===== config.mk =====
export PLATFORM = sky130hd
export DESIGN_NAME = mul_hilo_ctrl_flat
export DESIGN_NICKNAME = d
export VERILOG_FILES = /design/src/rtl/mul_hilo_ctrl_if.sv /design/src/rtl/mul_hilo_ctrl.sv /design/src/flat_wrapper.sv
export SDC_FILE = /design/constraint.sdc
export NUM_CORES = 1
export LEC_CHECK = 0
export BUFFER_PORTS_ARGS = -buffer_cell sky130_fd_sc_hd__buf_4
export CORE_UTILIZATION = 49
export CTS_CLUSTER_DIAMETER = 80
export CTS_CLUSTER_SIZE = 8
export DETAILED_ROUTE_END_ITERATION = 7
export GPL_ROUTABILITY_DRIVEN = 1
export MAX_ROUTING_LAYER = met4
export PLACE_DENSITY = 0.77
export SLEW_MARGIN = 0
export SYNTH_ARGS = -nofsm -noshare
export SYNTH_HDL_FRONTEND = slang
export SYNTH_SLANG_ARGS = --single-unit

===== constraint.sdc =====
create_clock -name clk -period 2.2 [get_ports clk]
set_input_delay 0.22 -clock clk [delete_from_list [all_inputs] [get_ports clk]]
set_output_delay 0.22 -clock clk [all_outputs]
set_load 0.01 [all_outputs]

===== src/rtl/mul_hilo_ctrl_if.sv =====
// rtl/mul_hilo_ctrl_if.sv - pipeline and multiplier signal bundle for the HI/LO multiply control stage
interface mul_hilo_ctrl_if;
    logic        start;
    logic        is_signed;
    logic [31:0] x;
    logic [31:0] y;
    logic        flush;
    logic        mthi;
    logic        mtlo;
    logic [31:0] wdata;
    logic [31:0] mul_a;
    logic [31:0] mul_b;
    logic [63:0] mul_prod;
    logic [31:0] hi;
    logic [31:0] lo;
    logic        busy;
    logic        done;

    modport master (
        output start, is_signed, x, y, flush, mthi, mtlo, wdata, mul_prod,
        input  mul_a, mul_b, hi, lo, busy, done
    );

    modport slave (
        input  start, is_signed, x, y, flush, mthi, mtlo, wdata, mul_prod,
        output mul_a, mul_b, hi, lo, busy, done
    );
endinterface


===== src/rtl/mul_hilo_ctrl.sv =====
// rtl/mul_hilo_ctrl.sv - sequential MULT/MULTU control around a combinational unsigned multiplier, with HI/LO registers
module mul_hilo_ctrl (
    input  logic               clk,
    input  logic               rst_n,
    mul_hilo_ctrl_if.slave     bus
);
    typedef enum logic [1:0] {S_IDLE, S_MUL, S_NEG, S_WB} state_t;

    state_t      r_state;
    state_t      w_next;
    logic [31:0] r_mul_a;
    logic [31:0] r_mul_b;
    logic [31:0] r_hi;
    logic [31:0] r_lo;
    logic [63:0] r_prod;
    logic [63:0] r_res;
    logic        r_neg;
    logic        r_done;
    logic        w_idle;
    logic        w_accept;
    logic        w_commit;
    logic [31:0] w_mag_x;
    logic [31:0] w_mag_y;

    assign w_idle   = (r_state == S_IDLE);
    assign w_accept = w_idle & bus.start;
    assign w_commit = (r_state == S_WB) & ~bus.flush;

    // 0x80000000 negates to itself, which is the correct unsigned magnitude 2^31
    assign w_mag_x = (bus.is_signed && bus.x[31]) ? (~bus.x + 32'd1) : bus.x;
    assign w_mag_y = (bus.is_signed && bus.y[31]) ? (~bus.y + 32'd1) : bus.y;

    always_ff @(posedge clk or negedge rst_n) begin
        if (!rst_n) begin
            r_state <= S_IDLE;
        end else begin
            r_state <= w_next;
        end
    end

    always_comb begin
        w_next = r_state;
        case (r_state)
            S_IDLE:  w_next = bus.start ? S_MUL : S_IDLE;
            S_MUL:   w_next = bus.flush ? S_IDLE : S_NEG;
            S_NEG:   w_next = bus.flush ? S_IDLE : S_WB;
            S_WB:    w_next = S_IDLE;
            default: w_next = S_IDLE;
        endcase
    end

    always_ff @(posedge clk or negedge rst_n) begin
        if (!rst_n) begin
            r_mul_a <= 32'd0;
            r_mul_b <= 32'd0;
            r_neg   <= 1'b0;
            r_prod  <= 64'd0;
            r_res   <= 64'd0;
            r_hi    <= 32'd0;
            r_lo    <= 32'd0;
            r_done  <= 1'b0;
        end else begin
            r_done <= w_commit;
            if (w_accept) begin
                r_mul_a <= w_mag_x;
                r_mul_b <= w_mag_y;
                r_neg   <= bus.is_signed & (bus.x[31] ^ bus.y[31]);
            end
            if (r_state == S_MUL) begin
                r_prod <= bus.mul_prod;
            end
            if (r_state == S_NEG) begin
                r_res <= r_neg ? (~r_prod + 64'd1) : r_prod;
            end
            // A start in the same idle cycle takes priority and drops the moves
            if (w_idle && !bus.start) begin
                if (bus.mthi) begin
                    r_hi <= bus.wdata;
                end
                if (bus.mtlo) begin
                    r_lo <= bus.wdata;
                end
            end
            if (w_commit) begin
                r_hi <= r_res[63:32];
                r_lo <= r_res[31:0];
            end
        end
    end

    assign bus.mul_a = r_mul_a;
    assign bus.mul_b = r_mul_b;
    assign bus.hi    = r_hi;
    assign bus.lo    = r_lo;
    assign bus.busy  = ~w_idle;
    assign bus.done  = r_done;
endmodule


===== src/flat_wrapper.sv =====
// flat-port wrapper written by rule: the top's interface ports become plain ports
module mul_hilo_ctrl_flat 
  (clk, rst_n, bus_start, bus_is_signed, bus_x, bus_y, bus_flush, bus_mthi, bus_mtlo, bus_wdata, bus_mul_prod, bus_mul_a, bus_mul_b, bus_hi, bus_lo, bus_busy, bus_done);
  mul_hilo_ctrl_if bus_i ();
  input  logic clk;
  input  logic rst_n;
  input wire logic [$bits(bus_i.start)-1:0] bus_start;
  input wire logic [$bits(bus_i.is_signed)-1:0] bus_is_signed;
  input wire logic [$bits(bus_i.x)-1:0] bus_x;
  input wire logic [$bits(bus_i.y)-1:0] bus_y;
  input wire logic [$bits(bus_i.flush)-1:0] bus_flush;
  input wire logic [$bits(bus_i.mthi)-1:0] bus_mthi;
  input wire logic [$bits(bus_i.mtlo)-1:0] bus_mtlo;
  input wire logic [$bits(bus_i.wdata)-1:0] bus_wdata;
  input wire logic [$bits(bus_i.mul_prod)-1:0] bus_mul_prod;
  output wire logic [$bits(bus_i.mul_a)-1:0] bus_mul_a;
  output wire logic [$bits(bus_i.mul_b)-1:0] bus_mul_b;
  output wire logic [$bits(bus_i.hi)-1:0] bus_hi;
  output wire logic [$bits(bus_i.lo)-1:0] bus_lo;
  output wire logic [$bits(bus_i.busy)-1:0] bus_busy;
  output wire logic [$bits(bus_i.done)-1:0] bus_done;
  assign bus_i.start = bus_start;
  assign bus_i.is_signed = bus_is_signed;
  assign bus_i.x = bus_x;
  assign bus_i.y = bus_y;
  assign bus_i.flush = bus_flush;
  assign bus_i.mthi = bus_mthi;
  assign bus_i.mtlo = bus_mtlo;
  assign bus_i.wdata = bus_wdata;
  assign bus_i.mul_prod = bus_mul_prod;
  assign bus_mul_a = bus_i.mul_a;
  assign bus_mul_b = bus_i.mul_b;
  assign bus_hi = bus_i.hi;
  assign bus_lo = bus_i.lo;
  assign bus_busy = bus_i.busy;
  assign bus_done = bus_i.done;
  mul_hilo_ctrl u_core (.clk(clk), .rst_n(rst_n), .bus(bus_i));
endmodule

==> impl_metrics.py, run 1 <==
metrics = {
    "grt": {
        "grt-ovfl-total": 0,
        "grt_pass1_vias": 11403,
        "grt_pass1_wl_um": 60790,
        "grt_max_degree": 123,
        "grtUsageTotal": 0.2999,
        "antenna_found_initial": 0,
    },
    "place": {
        "dp_hpwl_um": 28030,
        "place_congestion": 0.9151,
        "dp_slack_ns": -0.07488,
        "dp.cells": 1924,
        "portBuffers": 296,
    },
    "yosys": {
        "ys_warn_count": 0,
        "netlist_area_um2": 12780,
        "yosys-top-cells-count": "260 x dfrtp_1, 225 x nand2_1, 215 x o21ai_0, 86 x xor2_1, 65 x mux2i_1",
        "synth_area_leaders": "dfrtp_1 51%, o21ai_0 8.4%, nand2_1 6.6%",
        "synth_edf_count": 0,
        "synth_seq_cells": 260,
        "async_flop_share": 1.000,
        "synth.yosys.seq_area_share": 0.5093,
        "synth.most_common_cell": "dfrtp_1",
        "ys_types": 43,
        "syn_nets": 1440,
        "synth.area.mux_share": 0.1056,
        "synth_xor_area_frac": 0.08295,
        "synthSimpleGateAreaFrac": 0.1397,
        "synth_top_area_frac": 0.5093,
        "synth_ff_type": "dfrtp_1",
        "synthAdderAreaFrac": 0.002938,
        "syn_inst": 1270,
        "synth_top_family_by_area": "simple AND/OR/NAND/NOR gates",
        "synth_compound_area_frac": 0.1337,
        "avgSynthCellArea_um2": 10.06,
        "synth_area_leader_cell": "dfrtp_1",
    },
    "clocking": {
        "clock_sinks": 260,
        "clk_latency_ns": 0.51,
        "cts_root_buffer": "clkbuf_16",
        "clk_pin_slew_ns": 0.05,
        "numCtsBuffers": 38,
        "ctsLongestPathBuffers": 3,
        "cts_tree": "done",
        "h-tree-depth": 2,
    },
    "floorplan": {
        "die-height_um": 163.5,
        "die_x_um": 163.5,
        "coreArea_um2": 25400,
        "rows": 58,
        "start_util": 0.5030,
        "ios": 297,
        "die_area_um2": 26720,
    },
    "drt": {
        "postRouteWirelength_um": 39200,
        "post_drt_wl_per_cell_um": 19.16,
        "initialDrtViolationCount": 742,
        "vias_per_cell": 5.585,
        "dr.pass1.iters": 6,
        "dr_total_vias": 11427,
        "ant_nets": 0,
        "drc": 0,
    },
    "power_and_ir_drop": {
        "clockPowerShare": 0.224,
        "power.switching_mw": 8.361,
        "power.total_mw": 23.21,
        "power.leakage_nw": 8.026,
        "ir_drop_mv": 0.7318,
        "combPwrFrac": 0.393,
        "p_int_mw": 14.85,
        "power_frac_seq": 0.383,
        "switching_share": 0.3602,
        "power.density_nw_per_um2": 1267,
    },
    "outcome": {
        "status": "complete, but fails checks",
        "failed_checks": "negative setup slack",
    },
    "final_layout": {
        "antenna_cells": 0,
        "drive_above_1_share": 0.3438,
        "finalNonFillerCells": 2046,
        "fill_cells": 1781,
        "multiInputGateArea_um2": 6385,
        "area_delta_synth_final_pct": 43.41,
        "seqCellArea_um2": 6507,
        "final_nets": 1884,
    },
    "worst_setup_path": {
        "crit_path_max_fanout": 4,
        "arrival_ns": 2.69,
        "cp-end-kind": "flop",
        "cp_data_required_time_ns": 2.58,
        "crit_path_start_kind": "flop",
        "crit_type": "flop to flop",
        "r2r_cells": 6,
    },
    "sta": {
        "fin_crit_sh": 1.050,
        "slew_headroom": 0.5282,
        "setup_viol": 10,
        "maxSlewViolCount": 0,
        "layout_min_cycle_time_ns": 2.309,
        "finalHoldViolations": 0,
        "clock_skew_ns": 0.02212,
        "holdWs_ns": 0.01008,
        "rsz0062_at_grt": "yes",
        "fmax_mhz": 433.1,
        "setup_slack_ns": -0.1091,
        "tns_ns": -0.4592,
        "tightest_slew_ns": 0.7060,
    },
    "worst_hold_path": {
        "whs_path_depth": 3,
        "holdCritPathClass": "primary input to flop",
    },
    "run": {
        "maxCapViolCount": 0,
    },
}
[layer usage]
metal | vias to the layer above | global-route usage | share of wire
met3 | 89 | 0.06196 | 0.076
met5 | - | - | 0
met4 | 0 | 0.1014 | 0.031
met2 | 491 | 0.4676 | 0.48
li1 | 5312 | - | -
met1 | 5535 | 0.3900 | 0.42
[logic make-up after synthesis]
group / Yosys count
xor gates and xnor gates: 121
adders and majority gates: 3
buffers and inverters: 84
AOI/OAI and AO/OA: 299
and+or+nand+nor: 376
DFF: 260
muxes: 127
[power groups by stage]
stage / combinational [mW] / clock [mW] / sequential, mW
floorplan: 3.80 / 0 / 9.00
global placement: 8.36 / 0 / 8.68
detailed placement: 8.64 / 0 / 8.77
CTS: 8.82 / 5.26 / 8.76
global route: 9.95 / 5.47 / 9.11
finish: 9.13 / 5.19 / 8.89
[metrics by stage]
stage	instance area, um^2	utilization
after floorplan	12780	-
after global placement	16090	0.6335
after detailed placement	16090	0.6335
after CTS	17910	0.7052
after global routing	18320	0.7214
final	18320	0.7214
[path summary, 6_finish.rpt]
kind	from	endpoint	slack, ns
max	u_core.r_prod[48]	u_core.r_res[56]	-0.11
min	bus_x[7]	u_core.bus.mul_a[7]	0.01
max reg2reg	u_core.r_prod[48]	u_core.r_res[56]	-0.11
min reg2reg	u_core.bus.mul_a[3]	u_core.bus.mul_a[3]	0.47
max in group asynchronous	rst_n	u_core.bus.lo[22]	1.15
min in group asynchronous	rst_n	u_core.bus.lo[7]	0.26
[cells in the final DEF (no fill, tap or decap), types with 7 or more instances in the layout]
cell,instances
buf_4,389
dfrtp_1,259
nand2_1,223
o21ai_0,206
xor2_1,84
dlygate4sd3_1,70
mux2i_1,65
mux2_2,62
clkbuf_16,39
xnor2_1,35
nor2_1,30
o21ai_1,21
nor3_1,16
a21oi_1,14
o31ai_1,14
buf_12,14
nor4_1,13
inv_1,9
or3_1,9
nand3_1,9
o41ai_2,9
nand2b_1,7
or4_1,7
[registers in the layout, indices dropped and copies added (netlist names)]
| signal | flops |
|---|---|
| u_core.bus.done | 1 |
| u_core.bus.hi | 32 |
| u_core.bus.lo | 32 |
| u_core.bus.mul_a | 32 |
| u_core.bus.mul_b | 32 |
| u_core.r_neg | 1 |
| u_core.r_prod | 64 |
| u_core.r_res | 64 |
| u_core.r_state | 2 |
[layout make-up]
| type | count | area share |
|---|---|---|
| Clock buffer | 40 | 0.05347 |
| Clock inverter | 2 | 0.002117 |
| Inverter | 9 | 0.001844 |
| Multi-Input combinational cell | 927 | 0.3485 |
| Sequential cell | 260 | 0.3552 |
| Tap cell | 330 | 0.02253 |
| Timing Repair Buffer | 478 | 0.2164 |
[critical path, cell delays in order (launching register included)]
cell     delay, ns
dfrtp_1       0.38
or4_1         0.63
nor3_1        0.33
nand3_1       0.20
o41ai_4       0.28
xor2_1        0.26
o21ai_0       0.10
[timing repair]
| item | CTS | global route |
|---|---|---|
| buffers inserted | 6 | 3 |
| pin swaps | 4 | 19 |
| setup endpoints to repair | 21 | 46 |
| hold buffers | 70 | 0 |
| resized for setup | 12 | 68 |
| gates cloned | 0 | 1 |
| hold endpoints to repair | 127 | 0 |
(Power assumes the default switching activity.)
==> run 2: changes to the inputs <==
CORE_UTILIZATION = 45   (was 49)
PLACE_DENSITY = 0.71   (was 0.77)
==> impl_metrics.py, run 2 (synthesized netlist as in run 1, its figures left out) <==
metrics = {
    "worst_setup_path": {
        "slowest_delay_ns": 0.43,
        "r2r_slack_ns": -0.07,
        "crit_path_start_kind": "flop",
        "path_cells": "or3_4, nor4_4, buf_4, nand4_1, buf_6, o21ai_4, xor2_2, o21ai_1",
        "r2r_cells": 8,
        "cp_slowest_cell": "or3_4",
        "cp_data_required_time_ns": 2.58,
        "crit_type": "flop to flop",
        "r2r_start": "u_core.r_prod[18]",
        "timing.rr.end": "u_core.r_res[52]",
        "cp-end-kind": "flop",
        "crit_path_max_fanout": 4,
        "arrival_ns": 2.65,
    },
    "clocking": {
        "ctsLongestPathBuffers": 3,
        "cts_root_buffer": "clkbuf_16",
        "clk_latency_ns": 0.51,
        "cts_tree": "done",
        "numCtsBuffers": 38,
        "clock_sinks": 260,
        "h-tree-depth": 2,
        "clk_pin_slew_ns": 0.05,
    },
    "final_layout": {
        "final_common_cell": "buf_4",
        "utilization": 0.6657,
        "finalNonFillerCells": 2109,
        "top_regs": "u_core.r_prod (64), u_core.r_res (64)",
        "drive_above_1_share": 0.3540,
        "area_delta_synth_final_pct": 45.16,
        "final_nets": 1897,
        "layout_common_cells": "401 x buf_4, 258 x dfrtp_1, 221 x nand2_1",
    },
    "outcome": {
        "failed_checks": "design-rule violations, negative setup slack",
        "status": "complete, but fails checks",
    },
    "floorplan": {
        "rows": 61,
        "ios": 297,
        "die_area_um2": 29070,
        "die_x_um": 170.5,
        "die-height_um": 170.5,
        "start_util": 0.4586,
        "coreArea_um2": 27860,
    },
    "grt": {
        "grtUsageTotal": 0.2831,
        "grt-ovfl-total": 0,
        "grt_max_degree": 81,
        "grt_pass1_vias": 11456,
        "antenna_found_initial": 2,
        "grt_pass1_wl_um": 61640,
    },
    "drt": {
        "post_drt_wl_per_cell_um": 18.91,
        "vias_per_cell": 5.339,
        "dr.pass1.iters": 8,
        "postRouteWirelength_um": 39880,
        "initialDrtViolationCount": 717,
        "ant_nets": 0,
        "dr_total_vias": 11260,
        "drc": 5,
    },
    "sta": {
        "setup_viol": 15,
        "slew_headroom": 0.6050,
        "setup_slack_ns": -0.06507,
        "finalHoldViolations": 0,
        "fin_crit_sh": 1.030,
        "holdWs_ns": 0.01262,
        "fmax_mhz": 441.5,
        "rsz0062_at_grt": "yes",
        "layout_min_cycle_time_ns": 2.265,
        "clock_skew_ns": 0.01178,
        "tightest_slew_ns": 0.5911,
        "maxSlewViolCount": 0,
    },
    "power_and_ir_drop": {
        "power.total_mw": 23.41,
        "power.leakage_nw": 8.126,
        "power.density_nw_per_um2": 1262,
        "ir_drop_mv": 0.7147,
    },
    "place": {
        "dp.cells": 1983,
        "place_congestion": 0.9187,
        "dp_slack_ns": -0.1465,
        "portBuffers": 296,
        "dp_hpwl_um": 28910,
    },
    "run": {
        "maxCapViolCount": 0,
    },
    "worst_hold_path": {
        "holdCritPathClass": "primary input to flop",
        "hold_end": "u_core.bus.lo[8]",
        "hp-start": "bus_wdata[8]",
        "whs_path_depth": 3,
    },
}
run 2: cell types whose count changed in the layout (fill, tap and decap cells not counted), moves of 3 or more:
cell	previous run	this run
buf_4	389	401
o21ai_0	206	199
o21ai_1	21	27
buf_6	3	7
xor2_1	84	80
nand3_1	9	12
nand3_2	3	0
o21ai_4	0	3
xor2_2	2	5
run 2: stage by stage:
stage	area [um^2]	TNS (ns)
after global placement	16220	-0.3439
after floorplan	12780	0
after global routing	18550	-2.567
after detailed placement	16220	-0.9892
after CTS	18120	-0.2585
final	18550	-0.5933
run 2: worst max-delay path by stage:
stage,from,cells after the start,endpoint
6_report,u_core.r_prod[18],8,u_core.r_res[52]
5_1_grt,u_core.r_prod[18],8,u_core.r_res[33]
4_1_cts,u_core.r_prod[13],8,u_core.r_res[62]
3_5_place_dp,u_core.r_prod[1],10,u_core.r_res[62]
3_3_place_gp,u_core.r_prod[12],8,u_core.r_res[62]
2_1_floorplan,u_core.r_prod[12],6,u_core.r_res[61]
run 2: per-layer routing:
layer / share of wire / track usage / up-vias / routed length, um
met4: 0.032 / 0.09832 / 0 / 1290
met3: 0.073 / 0.06731 / 83 / 2910
met1: 0.43 / 0.3574 / 5433 / 17050
met5: 0 / - / - / 0
li1: - / - / 5357 / -
met2: 0.47 / 0.4462 / 387 / 18630
run 2: final cells by class:
| type | instances | area, um^2 |
|---|---|---|
| clock buffers | 40 | 979.7 |
| clock inverters | 2 | 38.79 |
| repair buffers | 491 | 4045 |
| inverters | 9 | 33.78 |
| fillers | 2168 | 9313 |
| flip-flops and latches | 260 | 6509 |
| well taps | 378 | 473.0 |
| diodes | 2 | 5.005 |
| multi-input cells | 927 | 6461 |
run 2: critical path: cells and delay by family, from the launching register on:
family                    cells  cell delay (ns)
AOI/OAI and AO/OA             2             0.23
xor gates and xnor gates      1             0.23
buffers and inverters         2             0.41
DFF                           1             0.39
and+or+nand+nor               3             0.87
run 2: repair_timing:
action,4_1_cts,5_1_grt
setup endpoints to repair,28,86
hold buffers,68,0
pin swaps,21,24
resized for setup,36,69
hold endpoints to repair,134,0
cloned,1,1
setup buffers,2,10
run 2: power breakdown:
group          internal (mW)  switching [mW]
clock                   3.22            1.99
sequential              7.07            1.70
combinational           4.75            4.68
